$ cat src/rtl/gearbox_132_lock_ctrl.sv
// Block-lock controller for the 128b/132b gearbox: hunts for sync-header alignment with slip pulses,
// then forwards payload and drops lock on excessive header errors. All outputs registered, 1-cycle latency.
module gearbox_132_lock_ctrl #(
  parameter int          LOCK_CNT  = 64,
  parameter int          ERR_WIN   = 1024,
  parameter int          ERR_MAX   = 16,
  parameter int          SLIP_WAIT = 4,
  parameter logic [3:0]  HDR_DATA  = 4'b0011,
  parameter logic [3:0]  HDR_CTRL  = 4'b1100
) (
  input  logic           clk,
  input  logic           rst_n,
  input  logic [131:0]   i_din,
  input  logic           i_din_valid,
  input  logic           i_err_clr,
  output logic           o_slip,
  output logic [127:0]   o_dout,
  output logic           o_dout_ctrl,
  output logic           o_dout_valid,
  output logic           o_block_lock,
  output logic           o_hdr_err,
  output logic [15:0]    o_err_cnt
);

  localparam int GW = $clog2(LOCK_CNT + 1);
  localparam int WW = $clog2(ERR_WIN + 1);
  localparam int BW = $clog2(ERR_MAX + 1);
  localparam int SW = $clog2(SLIP_WAIT + 1);

  typedef enum logic [1:0] {S_HUNT, S_SLIP, S_LOCKED} state_t;

  state_t          state, state_n;
  logic [GW-1:0]   good_cnt, good_n;
  logic [WW-1:0]   win_cnt, win_n;
  logic [BW-1:0]   bad_cnt, bad_n;
  logic [SW-1:0]   slip_cnt, slip_cnt_n;
  logic            slip_n, hdr_err_n, dvld_n, ctrl_n;
  logic [127:0]    dout_n;
  logic [15:0]     err_cnt_n;

  logic [3:0] hdr;
  logic       hdr_ok;
  logic       win_wrap;

  assign hdr      = i_din[131:128];
  assign hdr_ok   = (hdr == HDR_DATA) || (hdr == HDR_CTRL);
  assign win_wrap = (win_cnt == WW'(ERR_WIN - 1));

  always_comb begin
    state_n    = state;
    good_n     = good_cnt;
    win_n      = win_cnt;
    bad_n      = bad_cnt;
    slip_cnt_n = slip_cnt;
    slip_n     = 1'b0;
    hdr_err_n  = 1'b0;
    dvld_n     = 1'b0;
    err_cnt_n  = o_err_cnt;
    dout_n     = o_dout;
    ctrl_n     = o_dout_ctrl;

    if (i_din_valid) begin
      dout_n = i_din[127:0];
      ctrl_n = (hdr == HDR_CTRL);
      dvld_n = (state == S_LOCKED) && hdr_ok;

      case (state)
        S_HUNT: begin
          if (hdr_ok) begin
            if (good_cnt == GW'(LOCK_CNT - 1)) begin
              state_n = S_LOCKED;
              good_n  = '0;
              win_n   = '0;
              bad_n   = '0;
            end else begin
              good_n = good_cnt + GW'(1);
            end
          end else begin
            good_n     = '0;
            slip_n     = 1'b1;
            slip_cnt_n = '0;
            state_n    = S_SLIP;
          end
        end

        // Gearbox is still realigning; headers here are meaningless.
        S_SLIP: begin
          if (slip_cnt == SW'(SLIP_WAIT - 1)) begin
            slip_cnt_n = '0;
            state_n    = S_HUNT;
          end else begin
            slip_cnt_n = slip_cnt + SW'(1);
          end
        end

        S_LOCKED: begin
          win_n = win_wrap ? '0 : win_cnt + WW'(1);
          if (!hdr_ok) begin
            hdr_err_n = 1'b1;
            if (o_err_cnt != 16'hFFFF)
              err_cnt_n = o_err_cnt + 16'd1;
            // Loss of lock is checked before the window reset so a bad last block still counts.
            if (bad_cnt == BW'(ERR_MAX - 1)) begin
              slip_n     = 1'b1;
              slip_cnt_n = '0;
              state_n    = S_SLIP;
              bad_n      = '0;
              win_n      = '0;
            end else if (win_wrap) begin
              bad_n = '0;
            end else begin
              bad_n = bad_cnt + BW'(1);
            end
          end else if (win_wrap) begin
            bad_n = '0;
          end
        end

        default: state_n = S_HUNT;
      endcase
    end

    if (i_err_clr)
      err_cnt_n = '0;
  end

  always_ff @(posedge clk) begin
    if (!rst_n) begin
      state        <= S_HUNT;
      good_cnt     <= '0;
      win_cnt      <= '0;
      bad_cnt      <= '0;
      slip_cnt     <= '0;
      o_slip       <= 1'b0;
      o_dout       <= '0;
      o_dout_ctrl  <= 1'b0;
      o_dout_valid <= 1'b0;
      o_hdr_err    <= 1'b0;
      o_err_cnt    <= '0;
    end else begin
      state        <= state_n;
      good_cnt     <= good_n;
      win_cnt      <= win_n;
      bad_cnt      <= bad_n;
      slip_cnt     <= slip_cnt_n;
      o_slip       <= slip_n;
      o_dout       <= dout_n;
      o_dout_ctrl  <= ctrl_n;
      o_dout_valid <= dvld_n;
      o_hdr_err    <= hdr_err_n;
      o_err_cnt    <= err_cnt_n;
    end
  end

  assign o_block_lock = (state == S_LOCKED);

endmodule

$ cat config.mk
export PLATFORM = sky130hd
export DESIGN_NAME = gearbox_132_lock_ctrl
export DESIGN_NICKNAME = d
export VERILOG_FILES = /design/src/rtl/gearbox_132_lock_ctrl.sv
export SDC_FILE = /design/constraint.sdc
export NUM_CORES = 1
export LEC_CHECK = 0
export BUFFER_PORTS_ARGS = -buffer_cell sky130_fd_sc_hd__buf_2
export CELL_PAD_IN_SITES_DETAIL_PLACEMENT = 0
export CELL_PAD_IN_SITES_GLOBAL_PLACEMENT = 2
export CORE_ASPECT_RATIO = 1.25
export CORE_MARGIN = 5
export CORE_UTILIZATION = 28
export CTS_CLUSTER_DIAMETER = 50
export CTS_CLUSTER_SIZE = 25
export DETAILED_ROUTE_END_ITERATION = 7
export PLACE_DENSITY_LB_ADDON = 0.15
export SETUP_SLACK_MARGIN = 0.2
export SLEW_MARGIN = 25
export SYNTH_ARGS = -nofsm -noshare
export SYNTH_HDL_FRONTEND = slang
export SYNTH_SLANG_ARGS = --single-unit
$ cat constraint.sdc
create_clock -name clk -period 2.52 [get_ports clk]
set_input_delay 0.252 -clock clk [delete_from_list [all_inputs] [get_ports clk]]
set_output_delay 0.252 -clock clk [all_outputs]
set_load 0.05 [all_outputs]
# After elaboration in Yosys (flattened, before gate mapping)
# Index checks and enable logic that the tools add are counted.
# totals
ff_bits	176
inputBits	136
output_inout_bits	149
# classes
add_sub_neg	5
eq_ne	17
n_mux	30
bitwise	2
reduce_logical	14
# op_table
op	count
11-bit two-way mux	5
5-bit two-way mux	6
11-bit one-hot mux with 2 select lines	1
16-bit by 1-bit adder with 16-bit output, second input constant	1
16-bit inequality test, second input constant	1
5-bit AND reduction	3
7-bit two-way mux	2
3-bit two-way mux	4
11-bit by 1-bit adder with 11-bit output, second input constant	1
11-bit by 10-bit equality test with 1-bit output, second input constant	1
2-bit two-way mux	5
2-bit inequality test, second input constant	5
5-bit one-hot mux with 2 select lines	1
3-bit one-hot mux with 3 select lines	1
4-bit AND reduction	2
7-bit by 1-bit adder with 7-bit output, second input constant	1
7-bit by 6-bit equality test with 1-bit output, second input constant	1
2-bit one-hot mux with 3 select lines	1
5-bit by 1-bit adder with 5-bit output, second input constant	1
5-bit by 4-bit equality test with 1-bit output, second input constant	1
4-bit by 2-bit equality test with 1-bit output, second input constant	1
4-bit equality test, second input constant	1
2-bit AND reduction	2
3-bit by 1-bit adder with 3-bit output, second input constant	1
other kinds (16)	19

# Longest topological paths before layout
# logic_depth
depth_word	5
ltp_mapped	8
depth_no_buf	8

# Least setup slack after synthesis
# Ideal clock, no wire load.
# synth_path
path_type	reg-to-reg
start	register o_err_cnt[0]
end	register o_err_cnt[13]
setup_time_ps	128
t_arrival_ps	2084
t_required_ps	2392
path_slack_ps	309
stages_incl_launch_ff	9
n_path_buf	2
cell_sequence	dfxtp_1 ha_1 nand4_1 or4_1 clkbuf_1 clkbuf_1 nand4b_1 xor2_1 nor2_1
# synth_via
elab_chain_len	2
# synth_rtl
element	line_no	rtl
from (decl)	22	output logic [15:0] o_err_cnt
from (signal assigned)	151	o_err_cnt <= err_cnt_n;
parallel branches: the longest is 2 deep, another holds 16-bit by 1-bit adder with 16-bit output	-	
# Several ways; the timed one is not identified.
# A chain may end at the register's enable or synchronous reset.

# Final worst setup path
# layout_path
start	register win_cnt[0]
end	register bad_cnt[2]
# layout_via
elab_chain_len	5
# layout_rtl
element	line_no	rtl
from (decl)	34	logic [WW-1:0] win_cnt, win_n;
from (signal assigned)	143	win_cnt <= win_n;
11-bit by 10-bit equality test with 1-bit output (*)	47	assign win_wrap = (win_cnt == WW'(ERR_WIN - 1));
5-bit two-way mux	109	end else if (win_wrap) begin
5-bit two-way mux	103	if (bad_cnt == BW'(ERR_MAX - 1)) begin
5-bit two-way mux	98	if (!hdr_ok) begin
5-bit one-hot mux with 2 select lines	67	case (state)
to (signal assigned)	144	bad_cnt <= bad_n;
to (decl)	35	logic [BW-1:0] bad_cnt, bad_n;
# Every way passes the cells marked *; elsewhere a longest branch is shown, timed or not.

==> out/metrics.yaml <==
timing:
  finalWorstPathRequiredPeriod_ps: 2158
  clock.fmax_mhz: 463.3
  slew_headroom_pct: 54.23
  setup_total_negative_slack_ps: 0
  rsz0062_at_grt: "false"
  final_min_period_over_clock_period_pct: 85.65
  layout_skew_ps: 6.809
  hold_violations: 0
  report.final.setup_viol: 0
  worstMarginPinSlew_ps: 686.6
  finalMaxSlewViolations: 0
drt:
  detail_route.wl_per_cell_um: 15.85
  route.detailed.vias_per_inst: 4.378
  drtIter0Drc: 250
  detailroute.via_count: 5766
  postRouteAntennaNets: 0
  drt_drc_violations_left: 0
  total_iterations_of_the_first_detailed_routing_run: 4
  route.final.wire_length_um: 20870
setup_path:
  reg2reg_depth: 6
  timing_worst_setup_path_type: "flip-flop to flip-flop"
  regToRegSetupSlack_ps: 360
  worstSetupEndpointType: "flip-flop"
  startpoint: "win_cnt[0]$_SDFFE_PN0P_"
  start_kind: "flip-flop"
  regToRegStartpoint: "win_cnt[0]$_SDFFE_PN0P_"
  crit_arrival_ps: 2470
  crit_path_max_fanout: 6
  worst_ep_required_time_ps: 2830
  r2r-end: "bad_cnt[2]$_SDFFE_PN0P_"
cells_and_area:
  num-nets-final: 1114
  final.fill_count: 2587
  multiInputGateArea_mm2: 0.003181
  seq_cell_area_mm2: 0.003523
  layout-drive-gt1-share_pct: 34.52
  area_delta_synth_final_pct: 34.94
  final_core_util_pct: 38.21
pwr:
  power.share.clock_pct: 41.7
  power.share.combinational_pct: 14.9
  totalPowerFinal_uw: 6841
  power_report.internal_total_uw: 4949
  vdd_drop_max_mv: 0.3845
  powerDensity_mw_per_mm2: 735.4
  power.switching_fraction_pct: 27.65
  power_frac_seq_pct: 43.4
  leakage_power_uw: 0.004531
  switchingPower_uw: 1891
cts:
  clock_slew_seen_by_the_registers_of_the_worst_setup_and_hold_paths_ps: 70
  cts_buffer_depth: 2
  clock-sinks: 176
  cts_tree: "done"
  postCtsSetupRepairBufs: 0
  h-tree-depth: 4
  insertion_delay_ps: 420
  cts_root_buffer: "clkbuf_16"
  cts_inserted_buffers: 17
floorplanning:
  fp.dieArea_mm2: 0.02788
  placeable_core_region_mm2: 0.02434
  fp.dieW_um: 150.3
  floorplan.initialDensity_pct: 28.32
  die_h_um: 185.4
  top_level_ports: 285
  placementRows: 64
synthesis:
  postSynth.topFlopCell: "dfxtp_1"
  async_reset_ff_share_pct: 0
  synth.distinct_cells: 54
  post_synth_inst_count: 700
  synth_warnings: 0
  synth-seq-cells: 176
  synth_nets: 842
  syn_avg_cell_area_um2: 9.849
  netlist_area_mm2: 0.006894
  synth-edff-count: 0
  synth_seq_area_share_pct: 51.11
run_status:
  status: "finished, final reports clean"
hold_path:
  hold_path_end: "o_dout[26]$_SDFFE_PN0P_"
  worstHoldPathCells: 3
  timing.hold.worst.start: "i_din[26]"
  min_path_type: "input pin to flip-flop"
global_routing:
  grt_start_max_net_pins: 70
  first_pass_grt_wire_length_um: 32310
  globalRoute.totalOverflow: 0
  first_global_vias: 5886
  grtUsageTotal_pct: 14.84
  antenna_found_initial: 5
placement:
  gp_congestion: 0.7207
  post-dp-hpwl_um: 15260
  port_buffers: 284
flow_run:
  max_cap_viol_count: 0
[critical path, stage by stage, from the launching register on]
cell and delay (ps):
dfxtp_1 380, ha_1 230, nand4_1 150, or4_4 580, nand4_2 110, a21bo_4 250, a221o_1 350
[power groups by stage]
stage | sequential (uW) | clock [uW] | combinational, uW
after floorplan | 3460 | 0 | 290
after global placement | 3030 | 0 | 1030
after detailed placement | 3030 | 0 | 1030
after CTS | 2970 | 2970 | 1040
after global routing | 2980 | 3080 | 1090
final | 2970 | 2850 | 1020
[synthesized netlist by cell type (5+ instances only)]
cell        n  area [um^2]
o21ai_0    11        55.05
xor2_1     17        148.9
nand3_1    19        95.09
and3_1      5        31.28
clkbuf_1   20        75.07
dfxtp_1   176         3523
ha_1        6        75.07
or3_1       5        31.28
nand4_1    15        93.84
nand2_1    31        116.4
buf_1      10        37.54
mux2i_1   131         1311
a21oi_1    17        85.08
nor2_1    159        596.8
inv_1       9        33.78
buf_2       8        40.04
nor3_1      7        35.03
[cell type report]
cell class,instances,share of cell area (%)
inverters,9,0.3900
clock inverters,10,1.695
clock buffers,22,5.098
well taps,330,4.438
flip-flops and latches,176,37.87
repair buffers,292,16.26
diodes,2,0.05380
multi-input cells,476,34.19
[worst max-delay path by stage]
stage	depth (start not counted)	end	slack, ps
2_1_floorplan	8	o_err_cnt[13]$_SDFFE_PP0P_	310
4_1_cts	6	bad_cnt[2]$_SDFFE_PN0P_	240
3_3_place_gp	6	bad_cnt[2]$_SDFFE_PN0P_	340
3_5_place_dp	6	bad_cnt[2]$_SDFFE_PN0P_	250
5_1_grt	6	bad_cnt[2]$_SDFFE_PN0P_	210
6_report	6	bad_cnt[2]$_SDFFE_PN0P_	360
[sequential cells by signal, indices dropped and copies added (netlist names)]
signal and count:
state 2, o_hdr_err 1, o_dout 128, o_dout_valid 1, good_cnt 7, o_err_cnt 16
o_dout_ctrl 1, slip_cnt 3, o_slip 1, win_cnt 11, bad_cnt 5
[per-stage QoR]
step / instances / area, um^2 / hold WS, ps / worst slack, ps
floorplan: 700 / 6894 / 399.2 / 308.6
global placement: 1283 / 8662 / 421.7 / 335.5
detailed placement: 1283 / 8662 / 431.0 / 250.5
CTS: 1315 / 9294 / 31.51 / 244.7
global route: 1317 / 9303 / 38.69 / 206.6
finish: 1317 / 9303 / 61.26 / 361.6
[kinds of logic (layout without fill, tap and decap cells)]
family,count (synthesis),in the layout,share of synthesized area (%)
flip-flops,176,176,51.11
adder cells (fa/ha/maj),6,6,1.089
XOR/XNOR,18,18,2.287
buffers and inverters,48,333,2.813
AO/OA/AOI/OAI,50,50,4.864
other,0,2,0
AND/OR/NAND/NOR,270,270,18.66
multiplexers,132,132,19.18
[repair_timing]
item | CTS | global route
hold buffers | 0 | 0
endpoints found under the setup margin | 0 | 1
gates resized for setup | 0 | 1
[cell usage in the layout, fill, tap and decap left out, types with 3 or more instances in the layout]
cell type,count
buf_2,283
dfxtp_1,176
nor2_1,159
mux2i_1,131
nand2_1,31
nand3_1,19
a21oi_1,17
xor2_1,17
clkbuf_16,17
nand4_1,15
o21ai_0,11
inv_1,8
nor3_1,7
ha_1,6
buf_4,6
and3_1,5
or3_1,5
bufinv_16,4
and2_1,3
o21a_1,3
a31oi_1,3
clkbuf_8,3
clkinv_2,3
clkinvlp_4,3
[metal layers]
metal	track usage [%]	vias up	share of wire (%)
met1	16.61	2628	39
met4	5.016	6	2.0
met5	0	-	0.23
li1	-	2944	-
met2	25.07	162	50
met3	6.608	26	8.1
No activity file was read; power rests on OpenSTA's default activity.
